File: config.mk
export PLATFORM = sky130hd
export DESIGN_NAME = fetch_stage_flat
export DESIGN_NICKNAME = d
export VERILOG_FILES = /design/src/rtl/fetch_stage_if.sv /design/src/rtl/fetch_stage.sv /design/src/flat_wrapper.sv
export SDC_FILE = /design/constraint.sdc
export NUM_CORES = 1
export LEC_CHECK = 0
export CAP_MARGIN = 0
export CELL_PAD_IN_SITES_DETAIL_PLACEMENT = 2
export CELL_PAD_IN_SITES_GLOBAL_PLACEMENT = 2
export CORE_ASPECT_RATIO = 0.9
export CORE_MARGIN = 3
export CORE_UTILIZATION = 29
export CTS_BUF_LIST = sky130_fd_sc_hd__clkbuf_8
export DETAILED_ROUTE_END_ITERATION = 6
export HOLD_SLACK_MARGIN = 0.1
export PLACE_DENSITY_LB_ADDON = 0.1
export REMOVE_ABC_BUFFERS = 1
export SLEW_MARGIN = 10
export SYNTH_ARGS = -nofsm -noshare
export SYNTH_HDL_FRONTEND = slang
export SYNTH_SLANG_ARGS = --single-unit
File: constraint.sdc
create_clock -name clk -period 2.8 [get_ports clk]
set_input_delay 0.56 -clock clk [delete_from_list [all_inputs] [get_ports clk]]
set_output_delay 0.56 -clock clk [all_outputs]
set_load 0.03 [all_outputs]
File: src/rtl/fetch_stage_if.sv
// -----------------------------------------------------------------------------
// fetch_stage_if
//   Signal bundle between the instruction-fetch stage and its surroundings:
//   decode-side control (stall/flush/redirect), the combinational instruction
//   ROM port, the IF/ID pipeline register outputs and status.
//
//   Flow control: there is no valid/ready pair here. stall_i is the only
//   back-pressure. While it is high and no redirect/flush is present, IF/ID
//   and the PC hold, so decode sees the same word until stall_i drops.
//   if_id_valid_o qualifies the IF/ID contents (0 = bubble).
//
//   modport master : the fetch stage (drives ROM address and IF/ID outputs)
//   modport slave  : decode/ROM/environment side
// -----------------------------------------------------------------------------
interface fetch_stage_if;
   logic        stall_i;
   logic        flush_i;
   logic        redirect_i;
   logic [31:0] redirect_pc_i;
   logic [31:0] imem_addr_o;
   logic [31:0] imem_instr_i;
   logic [31:0] if_id_pc_o;
   logic [31:0] if_id_pc4_o;
   logic [31:0] if_id_instr_o;
   logic        if_id_valid_o;
   logic        fetch_fault_o;
   logic [31:0] fetch_count_o;
   logic        fetch_state_o;   // debug: 0 = RUN, 1 = HALT

   modport master (
      input  stall_i, flush_i, redirect_i, redirect_pc_i, imem_instr_i,
      output imem_addr_o, if_id_pc_o, if_id_pc4_o, if_id_instr_o,
             if_id_valid_o, fetch_fault_o, fetch_count_o, fetch_state_o
   );

   modport slave (
      output stall_i, flush_i, redirect_i, redirect_pc_i, imem_instr_i,
      input  imem_addr_o, if_id_pc_o, if_id_pc4_o, if_id_instr_o,
             if_id_valid_o, fetch_fault_o, fetch_count_o, fetch_state_o
   );
endinterface

File: src/rtl/fetch_stage.sv
// -----------------------------------------------------------------------------
// fetch_stage
//   Instruction-fetch stage. Owns the PC, addresses a combinational
//   instruction ROM and captures {pc, pc+4, word, valid} into IF/ID.
//   Handles decode stalls, flushes, branch/jump redirects, and halts on an
//   illegal (misaligned or out-of-range) fetch address until redirected.
//
//   Ports:
//     clk    - rising-edge clock
//     rst_n  - asynchronous active-low reset
//     bus    - fetch_stage_if.master (control in, ROM port, IF/ID out,
//              fault/count status, debug FSM state)
// -----------------------------------------------------------------------------
module fetch_stage #(
   parameter logic [31:0] RESET_PC   = 32'h0000_0000,
   parameter int          IMEM_BYTES = 1024,
   parameter logic [31:0] NOP_INSTR  = 32'h0000_0013
) (
   input  logic          clk,
   input  logic          rst_n,
   fetch_stage_if.master bus
);

   localparam logic [31:0] LAST_ADDR = 32'(IMEM_BYTES - 4);

   typedef enum logic {RUN = 1'b0, HALT = 1'b1} state_t;

   state_t      state_q, state_d;
   logic [31:0] pc_q, pc_d;
   logic [31:0] ifid_pc_q, ifid_pc_d;
   logic [31:0] ifid_pc4_q, ifid_pc4_d;
   logic [31:0] ifid_instr_q, ifid_instr_d;
   logic        ifid_valid_q, ifid_valid_d;
   logic        fault_q, fault_d;
   logic [31:0] count_q, count_d;

   logic        legal;
   logic [31:0] pc_plus4;

   assign legal    = (pc_q[1:0] == 2'b00) && (pc_q <= LAST_ADDR);
   assign pc_plus4 = pc_q + 32'd4;

   // ROM is only ever presented an in-range address.
   assign bus.imem_addr_o = legal ? pc_q : 32'h0;

   // Next-state and next-register values. Bubble loads are written out
   // inline so each branch reads as one complete IF/ID update.
   always_comb begin
      state_d      = state_q;
      pc_d         = pc_q;
      ifid_pc_d    = ifid_pc_q;
      ifid_pc4_d   = ifid_pc4_q;
      ifid_instr_d = ifid_instr_q;
      ifid_valid_d = ifid_valid_q;
      fault_d      = fault_q;
      count_d      = count_q;

      case (state_q)
         RUN: begin
            if (bus.redirect_i) begin
               // Wrong-path word is dropped even if decode is stalling.
               pc_d         = bus.redirect_pc_i;
               ifid_pc_d    = 32'h0;
               ifid_pc4_d   = 32'h0;
               ifid_instr_d = NOP_INSTR;
               ifid_valid_d = 1'b0;
            end else if (bus.flush_i) begin
               ifid_pc_d    = 32'h0;
               ifid_pc4_d   = 32'h0;
               ifid_instr_d = NOP_INSTR;
               ifid_valid_d = 1'b0;
               if (!bus.stall_i) pc_d = pc_plus4;
            end else if (bus.stall_i) begin
               // hold everything
            end else if (legal) begin
               pc_d         = pc_plus4;
               ifid_pc_d    = pc_q;
               ifid_pc4_d   = pc_plus4;
               ifid_instr_d = bus.imem_instr_i;
               ifid_valid_d = 1'b1;
               count_d      = count_q + 32'd1;
            end else begin
               // Illegal fetch: park here with the PC frozen for debug.
               ifid_pc_d    = 32'h0;
               ifid_pc4_d   = 32'h0;
               ifid_instr_d = NOP_INSTR;
               ifid_valid_d = 1'b0;
               fault_d      = 1'b1;
               state_d      = HALT;
            end
         end

         HALT: begin
            ifid_pc_d    = 32'h0;
            ifid_pc4_d   = 32'h0;
            ifid_instr_d = NOP_INSTR;
            ifid_valid_d = 1'b0;
            if (bus.redirect_i) begin
               pc_d    = bus.redirect_pc_i;
               fault_d = 1'b0;
               state_d = RUN;
            end
         end

         default: begin
            state_d = RUN;
         end
      endcase
   end

   always_ff @(posedge clk or negedge rst_n) begin
      if (!rst_n) begin
         state_q      <= RUN;
         pc_q         <= RESET_PC;
         ifid_pc_q    <= 32'h0;
         ifid_pc4_q   <= 32'h0;
         ifid_instr_q <= NOP_INSTR;
         ifid_valid_q <= 1'b0;
         fault_q      <= 1'b0;
         count_q      <= 32'h0;
      end else begin
         state_q      <= state_d;
         pc_q         <= pc_d;
         ifid_pc_q    <= ifid_pc_d;
         ifid_pc4_q   <= ifid_pc4_d;
         ifid_instr_q <= ifid_instr_d;
         ifid_valid_q <= ifid_valid_d;
         fault_q      <= fault_d;
         count_q      <= count_d;
      end
   end

   assign bus.if_id_pc_o    = ifid_pc_q;
   assign bus.if_id_pc4_o   = ifid_pc4_q;
   assign bus.if_id_instr_o = ifid_instr_q;
   assign bus.if_id_valid_o = ifid_valid_q;
   assign bus.fetch_fault_o = fault_q;
   assign bus.fetch_count_o = count_q;
   assign bus.fetch_state_o = (state_q == HALT);

endmodule

File: src/flat_wrapper.sv
// flat-port wrapper written by rule: the top's interface ports become plain ports
module fetch_stage_flat 
#(
   parameter logic [31:0] RESET_PC   = 32'h0000_0000,
   parameter int          IMEM_BYTES = 1024,
   parameter logic [31:0] NOP_INSTR  = 32'h0000_0013
)
  (clk, rst_n, bus_stall_i, bus_flush_i, bus_redirect_i, bus_redirect_pc_i, bus_imem_instr_i, bus_imem_addr_o, bus_if_id_pc_o, bus_if_id_pc4_o, bus_if_id_instr_o, bus_if_id_valid_o, bus_fetch_fault_o, bus_fetch_count_o, bus_fetch_state_o);
  fetch_stage_if bus_i ();
  input  logic clk;
  input  logic rst_n;
  input wire logic [$bits(bus_i.stall_i)-1:0] bus_stall_i;
  input wire logic [$bits(bus_i.flush_i)-1:0] bus_flush_i;
  input wire logic [$bits(bus_i.redirect_i)-1:0] bus_redirect_i;
  input wire logic [$bits(bus_i.redirect_pc_i)-1:0] bus_redirect_pc_i;
  input wire logic [$bits(bus_i.imem_instr_i)-1:0] bus_imem_instr_i;
  output wire logic [$bits(bus_i.imem_addr_o)-1:0] bus_imem_addr_o;
  output wire logic [$bits(bus_i.if_id_pc_o)-1:0] bus_if_id_pc_o;
  output wire logic [$bits(bus_i.if_id_pc4_o)-1:0] bus_if_id_pc4_o;
  output wire logic [$bits(bus_i.if_id_instr_o)-1:0] bus_if_id_instr_o;
  output wire logic [$bits(bus_i.if_id_valid_o)-1:0] bus_if_id_valid_o;
  output wire logic [$bits(bus_i.fetch_fault_o)-1:0] bus_fetch_fault_o;
  output wire logic [$bits(bus_i.fetch_count_o)-1:0] bus_fetch_count_o;
  output wire logic [$bits(bus_i.fetch_state_o)-1:0] bus_fetch_state_o;
  assign bus_i.stall_i = bus_stall_i;
  assign bus_i.flush_i = bus_flush_i;
  assign bus_i.redirect_i = bus_redirect_i;
  assign bus_i.redirect_pc_i = bus_redirect_pc_i;
  assign bus_i.imem_instr_i = bus_imem_instr_i;
  assign bus_imem_addr_o = bus_i.imem_addr_o;
  assign bus_if_id_pc_o = bus_i.if_id_pc_o;
  assign bus_if_id_pc4_o = bus_i.if_id_pc4_o;
  assign bus_if_id_instr_o = bus_i.if_id_instr_o;
  assign bus_if_id_valid_o = bus_i.if_id_valid_o;
  assign bus_fetch_fault_o = bus_i.fetch_fault_o;
  assign bus_fetch_count_o = bus_i.fetch_count_o;
  assign bus_fetch_state_o = bus_i.fetch_state_o;
  fetch_stage #(.RESET_PC(RESET_PC), .IMEM_BYTES(IMEM_BYTES), .NOP_INSTR(NOP_INSTR)) u_core (.clk(clk), .rst_n(rst_n), .bus(bus_i));
endmodule
==> summary.txt <==
Outcome
  • Status: finished, final reports clean

STA
  • Final Critical Period: 2710 ps
  • Fin crit share: 96.6%
  • Pins Over Slew Limit: 0
  • Setup violators final: 0
  • Clock skew: 22.6 ps
  • Final hold vios: 0
  • Worst-margin pin slew: 958 ps
  • RSZ-0062 raised after global routing: false
  • Max_slew headroom: 36.1%
  • Max Freq: 0.370 GHz

Global route
  • Global-route wire length before repair: 40.7 mm
  • Grt ovf: 0
  • Tot GR Track Use: 19.3%
  • Initial antenna violation count: 1
  • Vias in the first global route: 6,985
  • Largest net degree at the start of global routing: 58

Setup path
  • Critical path type: reg2out
  • Slowest stage delay, CP: 590 ps
  • Startpoint class of the critical path: register
  • Worst path cell trace: or4_4 -> or2_4 -> nor3_1 -> buf_4 -> buf_12
  • WP buf/inv: 2
  • Max FO, Critical Path: 3
  • Cell family with most CP delay: simple AND/OR/NAND/NOR gates
  • Critical-path top delay cell: or4_4
  • CP Capture Type: primary output
  • Req. time, crit path: 2240 ps
  • Critical path arrival: 2150 ps

Pwr
  • Switch share: 30.7%
  • Clock share of power: 38.2%
  • Combinational fraction of design power: 11.4%
  • Max VDD drop: 0.248 mV
  • Sequential Power Share: 50.4%
  • Internal power: 3400 uW
  • Pleak: 0.00456 uW
  • NetSw: 1510 uW
  • Total power: 4910 uW
  • Power per standard cell area: 478 nW/um^2

Synthesis
  • Most common cell in the synthesized netlist: dfrtp_1
  • Xor/xnor share of the synthesized area: 4.76%
  • EDFF count, synth: 0
  • Mux share of post-synthesis cell area: 0.471%
  • Post-synth top cells: dfrtp_1 (158), and3_1 (66), nand2_1 (45)
  • Flops & latches, synth: 161
  • Largest family of logic cells by synthesized area: simple AND/OR/NAND/NOR gates
  • Avg Cell Area, Syn: 10.8 um^2
  • Largest area contributor in the netlist: dfrtp_1
  • Dominant synthesized flop cell: dfrtp_1
  • Async S/R FF share, synth: 100%
  • Area share of the largest cell type after synthesis: 55.1%
  • Adder-cell area share of the yosys netlist: 0.349%
  • Simple-Gate Fraction of Synth Area: 20.3%
  • Post-synthesis compound-gate area fraction: 12.2%
  • Synth area leaders: dfrtp_1 (55%), and3_1 (5.8%), a22o_1 (4.3%), xnor2_1 (3.5%), buf_4 (2.7%)
  • Sequential area share after synthesis: 56.2%
  • Synth Cell Area: 7180 um^2
  • Post-Syn Instances: 662
  • YS warnings: 0
  • Unique cell type count in the Yosys netlist: 57

Route
  • 1st-iter DRT viols: 299
  • WL per Instance: 21.2 um
  • Vias: 6,184
  • Number of routed nets with antenna violations: 0
  • Drt via density: 5.18
  • 1st-pass router iterations: 4
  • DRT Wirelength: 25.3 mm
  • Final routed DRC violation total: 0

Floorplanning
  • Ports: 232
  • Starting density of the core: 30.1%
  • Die area: 26,700 um^2
  • Die H: 155 um
  • Row cnt: 53
  • Die W: 172 um
  • Core area: 23,900 um^2

Placed design
  • Placed cells: 1,158
  • Final HPWL DP: 18.4 mm
  • IO buf count: 207
  • RePlAce Congestion: 0.771

Clock tree
  • # H-tree levels: 4
  • CTS tree: built
  • CTS Buffer Depth: 2
  • Clk_lat worst skew: 460 ps
  • CTS Buf Count: 17
  • TritonCTS sink count: 161
  • CTS root buf: clkbuf_8
  • Clock-pin transition on the worst setup and hold timing paths: 100 ps

Min path
  • HP Class: reg2reg

Finish
  • Ratio of cells with drive above 1 in the final layout: 12.1%
  • Final nets: 950
  • Fin cells: 1,194
  • Area Growth Syn to Fin: 43.0%
  • ANT cells: 0
  • # fillers: 2,505

Run
  • MaxCap Viol Count: 0
-- final cells by class --
cell class / count / area [um^2] / area share, %
flip-flops and latches: 161 / 4040 / 39.3
clock inverters: 15 / 206 / 2.01
well taps: 302 / 378 / 3.68
clock buffers: 17 / 234 / 2.28
inverters: 7 / 26.3 / 0.256
multi-input cells: 447 / 2880 / 28.1
repair buffers: 245 / 2500 / 24.4
-- flip-flops by register name, summed over array words and instances, names as in the netlist --
signal	count
u_core.bus.if_id_valid_o	1
u_core.bus.if_id_instr_o	32
u_core.bus.fetch_fault_o	1
u_core.pc_q	32
u_core.bus.fetch_state_o	1
u_core.bus.fetch_count_o	32
u_core.bus.if_id_pc4_o	32
u_core.bus.if_id_pc_o	30
-- logic make-up after synthesis --
group | Yosys count
buf+inv | 77
flops | 161
xor+xnor | 39
other cells | 1
fa+ha+maj | 2
mux | 3
compound gates | 118
simple gates | 261
-- cells in the final DEF, fill, tap and decap left out, types with 18 or more instances in the layout --
cell               n
buf_4             32
nor2_1            32
nand3_1           29
nand2_1           45
and3_1            63
xnor2_1           29
clkdlybuf4s50_1  198
o21ai_0           18
a22o_1            35
nand4_1           25
dfrtp_1          156
conb_1            24
-- power by group through the flow --
stage                     Clock (uW)  Combinational, uW  Sequential (uW)
after floorplan                    0                233             2490
after global placement             0                524             2510
after detailed placement           0                544             2520
after CTS                       1950                554             2470
after global routing            2050                616             2490
final                           1880                559             2470
-- routing by layer --
metal | global-route usage (%) | vias to the layer above | routed length [um]
met5 | 0 | - | 12
li1 | - | 2787 | -
met4 | 3.99 | 2 | 225
met1 | 25.0 | 3221 | 11200
met2 | 33.7 | 156 | 12900
met3 | 3.71 | 18 | 1020
-- tightest hold or removal path, stage by stage, from the launching register on --
cell     delay, ps
dfrtp_1        360
nand2_1         50
o21ai_0         60
-- final timing paths --
| kind | startpoint | end | slack (ps) | depth (start not counted) |
|---|---|---|---|---|
| hold reg to reg | u_core.bus.if_id_pc_o[6] | u_core.bus.if_id_pc_o[6] | 500 | 2 |
| max in group asynchronous | rst_n | u_core.pc_q[21] | 1440 | 3 |
| min in group asynchronous | rst_n | u_core.bus.if_id_pc4_o[26] | 630 | 2 |
| hold / removal | u_core.bus.if_id_pc_o[6] | u_core.bus.if_id_pc_o[6] | 500 | 2 |
| setup / recovery | u_core.pc_q[13] | bus_imem_addr_o[9] | 90 | 5 |
| setup reg to reg | u_core.pc_q[13] | u_core.pc_q[5] | 340 | 5 |
-- through the flow --
step	TNS [ps]	hold slack (ps)	worst slack, ps	cell area (um^2)	util [%]
4_1_cts	0	514	6.56	10200	42.8
5_1_grt	0	530	3.26	10300	43.0
6_report	0	503	94.6	10300	43.0
2_1_floorplan	-40190	264	-1200	6880	-
3_3_place_gp	0	460	163	9740	40.8
3_5_place_dp	0	481	39.8	9740	40.8
-- repair_timing --
item,in CTS,in global routing
setup endpoints to repair,8,8
setup buffers,2,1
endpoints found under the hold margin,53,0
resized for setup,6,8
hold buffers,1,0
pin swaps,1,0
cloned,0,0
(Power assumes the default switching activity.)
